$ cat config.mk
export PLATFORM = sky130hd
export DESIGN_NAME = decode_stage_hz
export DESIGN_NICKNAME = d
export VERILOG_FILES = /design/src/rtl/mips_pkg.sv /design/src/rtl/decode_stage_hz_register_bank.sv /design/src/rtl/decode_stage_hz.sv
export SDC_FILE = /design/constraint.sdc
export NUM_CORES = 2
export LEC_CHECK = 0
export CAP_MARGIN = 30
export CORE_ASPECT_RATIO = 0.5
export CORE_MARGIN = 2
export CORE_UTILIZATION = 45
export CTS_BUF_LIST = sky130_fd_sc_hd__clkbuf_4 sky130_fd_sc_hd__clkbuf_8
export CTS_CLUSTER_DIAMETER = 200
export CTS_CLUSTER_SIZE = 40
export DETAILED_ROUTE_END_ITERATION = 8
export PLACE_DENSITY = 0.6
export SYNTH_ARGS = -nofsm -noshare
export SYNTH_HDL_FRONTEND = slang
export SYNTH_SLANG_ARGS = --single-unit
$ cat constraint.sdc
create_clock -name i_clock -period 3.85 [get_ports i_clock]
set_input_delay 0.77 -clock i_clock [delete_from_list [all_inputs] [get_ports i_clock]]
set_output_delay 0.77 -clock i_clock [all_outputs]
set_load 0.03 [all_outputs]
$ cat src/rtl/mips_pkg.sv
// Shared MIPS decode definitions: opcodes, instruction field positions and immediate modes.
package mips_pkg;

    localparam logic [5:0] OP_R_TYPE = 6'h00;
    localparam logic [5:0] OP_BEQ    = 6'h04;
    localparam logic [5:0] OP_BNE    = 6'h05;
    localparam logic [5:0] OP_ANDI   = 6'h0C;
    localparam logic [5:0] OP_ORI    = 6'h0D;
    localparam logic [5:0] OP_XORI   = 6'h0E;
    localparam logic [5:0] OP_LUI    = 6'h0F;
    localparam logic [5:0] OP_SB     = 6'h28;
    localparam logic [5:0] OP_SH     = 6'h29;
    localparam logic [5:0] OP_SW     = 6'h2B;

    localparam int unsigned OPCODE_LSB = 26;
    localparam int unsigned RS_LSB     = 21;
    localparam int unsigned RT_LSB     = 16;
    localparam int unsigned RD_LSB     = 11;
    localparam int unsigned SA_LSB     = 6;
    localparam int unsigned IMM_W      = 16;
    localparam int unsigned INDEX_W    = 26;

    typedef enum logic [1:0] {
        SIGN  = 2'd0,
        ZERO  = 2'd1,
        UPPER = 2'd2
    } imm_mode_t;

    // Logical immediates zero-extend, LUI loads the upper half, everything else sign-extends.
    function automatic imm_mode_t imm_mode(input logic [5:0] op);
        case (op)
            OP_ANDI, OP_ORI, OP_XORI: return ZERO;
            OP_LUI:                   return UPPER;
            default:                  return SIGN;
        endcase
    endfunction

    // Opcodes whose rt field is a source operand (and so can suffer a load-use hazard).
    function automatic logic reads_rt(input logic [5:0] op);
        case (op)
            OP_R_TYPE, OP_BEQ, OP_BNE, OP_SB, OP_SH, OP_SW: return 1'b1;
            default:                                        return 1'b0;
        endcase
    endfunction

endpackage

$ cat src/rtl/decode_stage_hz_register_bank.sv
// Register bank with write-through bypass.
// Ports: i_clock/i_reset, write port (i_write_en, i_write_sel, i_write_data),
//        read ports 0/1 and debug (sel in, comb data out). Register 0 is hardwired to zero.
module register_bank #(
    parameter int unsigned N_BITS     = 32,
    parameter int unsigned N_BITS_REG = 5,
    parameter int unsigned N_REGS     = 2**N_BITS_REG
) (
    input  logic                  i_clock,
    input  logic                  i_reset,
    input  logic                  i_write_en,
    input  logic [N_BITS_REG-1:0] i_write_sel,
    input  logic [N_BITS-1:0]     i_write_data,
    input  logic [N_BITS_REG-1:0] i_read_sel_0,
    input  logic [N_BITS_REG-1:0] i_read_sel_1,
    input  logic [N_BITS_REG-1:0] i_dbg_sel,
    output logic [N_BITS-1:0]     o_read_data_0,
    output logic [N_BITS-1:0]     o_read_data_1,
    output logic [N_BITS-1:0]     o_dbg_data
);

    logic [N_BITS-1:0] r_regs [N_REGS];
    logic              w_write_live;

    assign w_write_live = i_write_en && (i_write_sel != '0);

    // Same-cycle writeback data wins over the stored value.
    function automatic logic [N_BITS-1:0] read_port(input logic [N_BITS_REG-1:0] sel);
        if (sel == '0)
            return '0;
        else if (w_write_live && (i_write_sel == sel))
            return i_write_data;
        else
            return r_regs[sel];
    endfunction

    always_comb begin
        o_read_data_0 = read_port(i_read_sel_0);
        o_read_data_1 = read_port(i_read_sel_1);
        o_dbg_data    = read_port(i_dbg_sel);
    end

    always_ff @(posedge i_clock) begin
        if (i_reset) begin
            for (int i = 0; i < int'(N_REGS); i++)
                r_regs[i] <= '0;
        end else if (w_write_live) begin
            r_regs[i_write_sel] <= i_write_data;
        end
    end

endmodule

$ cat src/rtl/decode_stage_hz.sv
// MIPS decode stage: IF/ID register, register bank, immediate extension,
// load-use stall, flush, freeze and a registered ID/EX output slot.
// Inputs: clock/reset/enable, fetch (valid, instruction, pc_next), flush,
//         EX load info, writeback port, debug select.
// Outputs: o_stall and o_dbg_reg_data (comb), ID/EX fields/operands with o_valid.
module decode_stage_hz
    import mips_pkg::*;
#(
    parameter int unsigned N_BITS     = 32,
    parameter int unsigned N_BITS_REG = 5,
    parameter int unsigned N_REGS     = 2**N_BITS_REG
) (
    input  logic                  i_clock,
    input  logic                  i_reset,
    input  logic                  i_enable,
    input  logic                  i_valid,
    input  logic [N_BITS-1:0]     i_instruction,
    input  logic [N_BITS-1:0]     i_pc_next,
    input  logic                  i_flush,
    input  logic                  i_ex_mem_read,
    input  logic [N_BITS_REG-1:0] i_ex_rt,
    input  logic                  i_reg_write,
    input  logic [N_BITS_REG-1:0] i_data_reg_write_sel,
    input  logic [N_BITS-1:0]     i_data_reg_write,
    input  logic [N_BITS_REG-1:0] i_dbg_reg_sel,
    output logic [N_BITS-1:0]     o_dbg_reg_data,
    output logic                  o_stall,
    output logic                  o_valid,
    output logic [5:0]            o_opcode,
    output logic [5:0]            o_funct,
    output logic [N_BITS_REG-1:0] o_rs,
    output logic [N_BITS_REG-1:0] o_rt,
    output logic [N_BITS_REG-1:0] o_rd,
    output logic [N_BITS_REG-1:0] o_sa,
    output logic [N_BITS-1:0]     o_pc_next,
    output logic [N_BITS-1:0]     o_data_read_reg_0,
    output logic [N_BITS-1:0]     o_data_read_reg_1,
    output logic [N_BITS-1:0]     o_extended,
    output logic [INDEX_W-1:0]    o_instruction_index
);

    localparam int unsigned EXT_W = N_BITS - IMM_W;

    // IF/ID register
    logic              r_ifid_valid;
    logic [N_BITS-1:0] r_ifid_instr;
    logic [N_BITS-1:0] r_ifid_pc;

    // ID/EX register
    logic                  r_valid;
    logic [5:0]            r_opcode;
    logic [5:0]            r_funct;
    logic [N_BITS_REG-1:0] r_rs, r_rt, r_rd, r_sa;
    logic [N_BITS-1:0]     r_pc_next, r_data_0, r_data_1, r_extended;
    logic [INDEX_W-1:0]    r_index;

    // Decoded IF/ID fields
    logic [5:0]            w_opcode;
    logic [5:0]            w_funct;
    logic [N_BITS_REG-1:0] w_rs, w_rt, w_rd, w_sa;
    logic [IMM_W-1:0]      w_imm;
    logic [N_BITS-1:0]     w_extended;
    logic [N_BITS-1:0]     w_data_0, w_data_1;
    logic                  w_stall;

    assign w_opcode = r_ifid_instr[OPCODE_LSB +: 6];
    assign w_funct  = r_ifid_instr[5:0];
    assign w_rs     = r_ifid_instr[RS_LSB +: N_BITS_REG];
    assign w_rt     = r_ifid_instr[RT_LSB +: N_BITS_REG];
    assign w_rd     = r_ifid_instr[RD_LSB +: N_BITS_REG];
    assign w_sa     = r_ifid_instr[SA_LSB +: N_BITS_REG];
    assign w_imm    = r_ifid_instr[IMM_W-1:0];

    always_comb begin
        w_extended = {{EXT_W{w_imm[IMM_W-1]}}, w_imm};
        case (imm_mode(w_opcode))
            ZERO:    w_extended = {{EXT_W{1'b0}}, w_imm};
            UPPER:   w_extended = {w_imm, {EXT_W{1'b0}}};
            default: w_extended = {{EXT_W{w_imm[IMM_W-1]}}, w_imm};
        endcase
    end

    // Load-use hazard: rs is always a source, rt only for opcodes that read it.
    assign w_stall = r_ifid_valid && i_ex_mem_read && (i_ex_rt != '0) &&
                     ((i_ex_rt == w_rs) || ((i_ex_rt == w_rt) && reads_rt(w_opcode)));
    assign o_stall = w_stall;

    register_bank #(
        .N_BITS     (N_BITS),
        .N_BITS_REG (N_BITS_REG),
        .N_REGS     (N_REGS)
    ) u_register_bank (
        .i_clock      (i_clock),
        .i_reset      (i_reset),
        .i_write_en   (i_enable && i_reg_write),
        .i_write_sel  (i_data_reg_write_sel),
        .i_write_data (i_data_reg_write),
        .i_read_sel_0 (w_rs),
        .i_read_sel_1 (w_rt),
        .i_dbg_sel    (i_dbg_reg_sel),
        .o_read_data_0(w_data_0),
        .o_read_data_1(w_data_1),
        .o_dbg_data   (o_dbg_reg_data)
    );

    // Pipeline advance: reset > freeze > flush > stall > normal.
    always_ff @(posedge i_clock) begin
        if (i_reset) begin
            r_ifid_valid <= 1'b0;
            r_ifid_instr <= '0;
            r_ifid_pc    <= '0;
            r_valid      <= 1'b0;
            r_opcode     <= '0;
            r_funct      <= '0;
            r_rs         <= '0;
            r_rt         <= '0;
            r_rd         <= '0;
            r_sa         <= '0;
            r_pc_next    <= '0;
            r_data_0     <= '0;
            r_data_1     <= '0;
            r_extended   <= '0;
            r_index      <= '0;
        end else if (i_enable) begin
            if (i_flush) begin
                r_ifid_valid <= 1'b0;
                r_valid      <= 1'b0;
            end else if (w_stall) begin
                r_valid      <= 1'b0;
            end else begin
                r_ifid_valid <= i_valid;
                r_ifid_instr <= i_instruction;
                r_ifid_pc    <= i_pc_next;
                r_valid      <= r_ifid_valid;
                r_opcode     <= w_opcode;
                r_funct      <= w_funct;
                r_rs         <= w_rs;
                r_rt         <= w_rt;
                r_rd         <= w_rd;
                r_sa         <= w_sa;
                r_pc_next    <= r_ifid_pc;
                r_data_0     <= w_data_0;
                r_data_1     <= w_data_1;
                r_extended   <= w_extended;
                r_index      <= r_ifid_instr[INDEX_W-1:0];
            end
        end
    end

    assign o_valid             = r_valid;
    assign o_opcode            = r_opcode;
    assign o_funct             = r_funct;
    assign o_rs                = r_rs;
    assign o_rt                = r_rt;
    assign o_rd                = r_rd;
    assign o_sa                = r_sa;
    assign o_pc_next           = r_pc_next;
    assign o_data_read_reg_0   = r_data_0;
    assign o_data_read_reg_1   = r_data_1;
    assign o_extended          = r_extended;
    assign o_instruction_index = r_index;

endmodule

After elaboration in Yosys (flattened, before gate mapping)
Memories as Yosys holds them, arrays and structs flattened. A register that Yosys moved wholly into a read port is not among the register bits.
Cells that the tools add are included.
{ "totals": {"mem_count": 1, "register_bits": 252, "out_inout_bits": 220, "ram_bits": 1024, "inputBits": 118} }
{ "memory_table": {"columns": ["name", "depth", "width", "rd", "rd_ports_with_merged_regs", "write_ports", "line", "text"], "rows": [
  ["u_register_bank.r_regs", 32, 32, 3, 2, 32, "decode_stage_hz_register_bank.sv:22", "logic [N_BITS-1:0] r_regs [N_REGS];"]
]} }
{ "op_classes": {"n_bitwise": 2, "eq_ne": 17, "mux": 25, "n_reduce_logical": 21} }
{ "ops": {"columns": ["op", "count"], "rows": [
  ["2-to-1 mux 32 bit", 7],
  ["one-hot mux 32 bit (2 select lines)", 1],
  ["OR reduction 32 bit", 1],
  ["== test 5 bit", 5],
  ["2-to-1 mux 5 bit", 5],
  ["== test 6 x 4 -> 1 bit (second input constant)", 4],
  ["== test 6 bit (second input constant)", 3],
  ["logical NOT 5 bit", 3],
  ["== test 6 x 3 -> 1 bit (second input constant)", 2],
  ["2-to-1 mux 1 bit", 11],
  ["nonzero test 5 bit", 2],
  ["logical AND 1 bit", 9],
  ["logical NOT 6 bit", 1],
  ["OR reduction 6 bit", 1],
  ["one-hot mux 2 bit (2 select lines)", 1],
  ["AND reduction 3 bit", 1],
  ["OR reduction 3 bit", 1],
  ["== test 2 x 1 -> 1 bit (second input constant)", 1],
  ["== test 2 bit (second input constant)", 1],
  ["!= test 2 bit (second input constant)", 1],
  ["inverter 1 bit", 2],
  ["AND reduction 2 bit", 1],
  ["logical OR 1 bit", 1]
]} }

Depth between registers and ports, before layout
{ "depth": {"ltp_word": 10, "depth_mapped": 11} }

Cells and area by module
From an unflattened synthesis, not the netlist that was laid out.
{ "hier_totals": {"hier_cells": 5864, "hier_area_um2": 73260.3} }
{ "modules_own_cells": {"columns": ["mod", "n_inst", "seq_area_each_um2", "area_per_inst_um2", "cells_per_inst"], "rows": [
  ["register_bank", 1, 30749.5, 64067.7, 4751],
  ["decode_stage_hz", 1, 4524.3, 9192.6, 1113]
]} }

Worst setup path before layout
OpenSTA, ideal clock, no wires.
{ "synth_timing": {"path_kind": "input to output", "start": "in i_dbg_reg_sel[0]", "end": "out o_dbg_reg_data[10]", "stages": 7, "path_slack_ns": 0.262, "n_path_buf": 3, "arrival_time_ns": 2.818, "cell_sequence": "buf_2 -> buf_4 -> buf_1 -> mux4_2 -> a22oi_1 -> a21oi_1 -> a221o_1"} }
{ "synth_via": {"elab_chain_cells": 4} }
{ "synth_rtl": {"columns": ["element", "line", "text"], "rows": [
  ["start, declared", "decode_stage_hz.sv:25", "input logic [N_BITS_REG-1:0] i_dbg_reg_sel,"],
  ["parallel branches: the longest is 3 deep, another holds memory read (32 x 32 bit)", null, null],
  ["2-to-1 mux 32 bit (*)", "decode_stage_hz_register_bank.sv:29", "if (sel == '0)"],
  ["end, declared", "decode_stage_hz.sv:26", "output logic [N_BITS-1:0] o_dbg_reg_data,"]
]} }
Every way passes the cells marked *.

==> results_dict.tcl <==
set metrics [dict create \
    outcome "finished with violations" \
    failed_checks "negative setup slack" \
    synth_seq_cells 1260 \
    critPathKind "reg -> out" \
    fin_util 0.509 \
    area_added_between_synthesis_and_finish_pct 12.6 \
    per_instance_average_area_after_synthesis_um2 14.5 \
    numPortBuffers 337 \
    worst_slew_pin_slew_ps 1060 \
    dp.cells 7187 \
    wire_per_inst_um 39.8 \
    slew_headroom 0.291 \
    detail_route.vias_per_cell 7.06 \
    fp.dieArea_um2 162000 \
    layout.cells.non_filler 7297 \
    1st_pass_router_iterations 6 \
    synth-main-ff-cell "edfxtp_1" \
    period_needed_ps 3850 \
    finalHoldViolations 0 \
    cts_tree "built" \
    ys_top_cells_by_area "edfxtp_1, mux4_2, and2_1" \
    placed_cell_area_um2 79300 \
    vdd.ir_drop.worst_mv 0.289 \
    design.core.area_um2 158000 \
    floorplan.die.width_um 567 \
    worst-path-max-fanout 3 \
    synth_top_area_cell "edfxtp_1" \
    initialDrtViolationCount 10600 \
    worstHoldPathType "in -> reg" \
    fraction_of_final_layout_cells_with_drive_strength_greater_than_1 0.276 \
    ctsHoldBuffers 0 \
    timing.final.crit_share 1.00 \
    worst-endpoint-arrival_ps 3080 \
    synth_top_area_frac 0.431 \
    seqCellArea_um2 35500 \
    final_nets 5249 \
    syn-cell-area_um2 71300 \
    synth_cell_types 49 \
    synth_enable_flop_cells 1024 \
    synth_most_common_cell "edfxtp_1" \
    power_density_relative_to_cell_area_nw_per_um2 333 \
    grt_use_total 0.356 \
    total_power_mw 26.7 \
    fmax_mhz 260 \
    synth-async-reset-ratio 0 \
    die_h_um 285 \
    route.vias.total 51500 \
    via_count_of_the_first_global_routing_pass 49700 \
    number_of_routed_nets_with_antenna_violations 0 \
    globalRoute.totalOverflow 0 \
    synth_warnings 0 \
    start_util 0.452 \
    grt_first_pass_wirelength_um 401000 \
    netlist_instances 4927 \
    final_layout_fill_cell_count 13100 \
    multi_input_area_um2 33600 \
    synth-seq-area-share 0.498 \
    clkSinkCount 1260 \
    io_pins 338 \
    finClkSkew_ps 77.0 \
    htree_num_levels 2 \
    detailedPlacementHpwl_um 180000 \
    timing.setup.tns_ps -1.99 \
    worst-r2r-setup-slack_ps 660 \
    final.setup.worst_slack_ps -1.99 \
    hold-worst-slack_ps 405 \
    drt_drc_violations_left 0 \
    routabilityCongestion 0.937 \
    final_area_um2 80200 \
    cap_violations 0 \
    synth_top_cells_by_count "edfxtp_1, and2_1, mux4_2, clkbuf_1, nand2_1" \
    wirelength_um 290000 \
    tritoncts.num_buffers 37 \
    cellLeakagePower_nw 25.9 \
    cts_max_path_buffers 3 \
    timing.critical_path.from_type "flop" \
    clk_pin_slew_ps 250 \
    pre_cts_slack_ps -334 \
    final-setup-viol-count 1 \
    clk-insertion-delay-late_ps 890 \
    critical_path_required_ps 3080 \
    grt_antenna_before_repair 42 \
    crit_path_end_kind "primary output" \
    cts_root_buf "clkbuf_8" \
    timing.final.max_slew_violations 0 \
    grt_max_degree 177 \
    num_rows 103 \
    unrepaired_setup_endpoints_after_global_routing "no" \
]
-- layout by cell type (no fill, tap or decap), types with 10 or more instances in the layout --
| cell | netlist | routed |
|---|---|---|
| buf_4 | 72 | 266 |
| nand3_1 | 22 | 22 |
| clkbuf_4 | 0 | 27 |
| diode_2 | 0 | 39 |
| a211oi_1 | 46 | 45 |
| or2_2 | 32 | 30 |
| a21oi_1 | 215 | 212 |
| and2_1 | 970 | 969 |
| xor2_1 | 17 | 17 |
| dfxtp_1 | 236 | 226 |
| buf_12 | 0 | 121 |
| a221oi_1 | 31 | 30 |
| nor2b_1 | 40 | 38 |
| nor3_1 | 54 | 53 |
| mux4_2 | 854 | 854 |
| nor2_4 | 0 | 36 |
| dfxtp_4 | 0 | 10 |
| clkbuf_8 | 0 | 39 |
| conb_1 | 1 | 32 |
| o21ai_0 | 14 | 14 |
| mux2i_1 | 166 | 166 |
| nand2_1 | 293 | 291 |
| clkdlybuf4s50_1 | 0 | 294 |
| edfxtp_1 | 1024 | 1024 |
| a22oi_1 | 52 | 52 |
| nor2_1 | 126 | 90 |
| a221o_1 | 93 | 93 |
-- worst paths after layout --
check | from | endpoint | depth (start not counted)
worst max-delay path | u_register_bank.r_regs[11][27] | o_dbg_reg_data[27] | 7
worst max register to register | flop | o_data_read_reg_0[3] | 6
worst min-delay path | i_instruction[4] | r_ifid_instr[4] | 3
worst min register to register | r_ifid_pc[19] | o_pc_next[19] | 2
-- where the power goes --
part | switching, mW | internal (mW)
clock | 4.27 | 1.23
sequential | 0.644 | 15.4
combinational | 2.80 | 2.40
total | 7.71 | 19.0
-- area by class of cell --
class	instances	area share
multi-input combinational	3125	0.419
clock buffer	66	0.00922
inverter	7	0.000327
timing repair buffer	698	0.0944
antenna	39	0.00122
tap	2100	0.0327
sequential	1260	0.443
clock inverter	2	0.000343
-- critical path, cell delays in order (launching register included) --
cell and delay, ps:
edfxtp_1 470, mux4_2 550, o21ai_0 250, nand2_1 140, a211oi_4 380, a21oi_1 110, buf_4 160, buf_12 130
-- registers in the layout, indices dropped and copies added, names as in the netlist, 6 cells and up, named ones only --
signal	count
o_opcode	6
o_data_read_reg_0	32
o_extended	32
o_pc_next	32
o_data_read_reg_1	32
r_ifid_pc	32
r_ifid_instr	32
u_register_bank.r_regs	1024
-- kinds of logic after synthesis --
family	count (synthesis)	synth area share
AOI/OAI and AO/OA	475	0.0464
and+or+nand+nor	1569	0.122
adders and majority gates	2	0.000351
muxes	1022	0.293
xor gates and xnor gates	25	0.00307
DFF	1260	0.498
other	1	0.0000526
buffers and inverters	573	0.0371
-- timing repair --
item,4_1_cts,5_1_grt
gates cloned,0,0
pin swaps,2,3
resized for setup,20,5
buffers inserted,3,0
endpoints found under the setup margin,31,20
-- routing by layer --
layer  part of all wire  GRT usage
met3               0.17      0.137
met2               0.42      0.506
met4              0.043      0.131
met5            0.00014          0
met1               0.37      0.497
No activity file was read; power rests on OpenSTA's default activity.
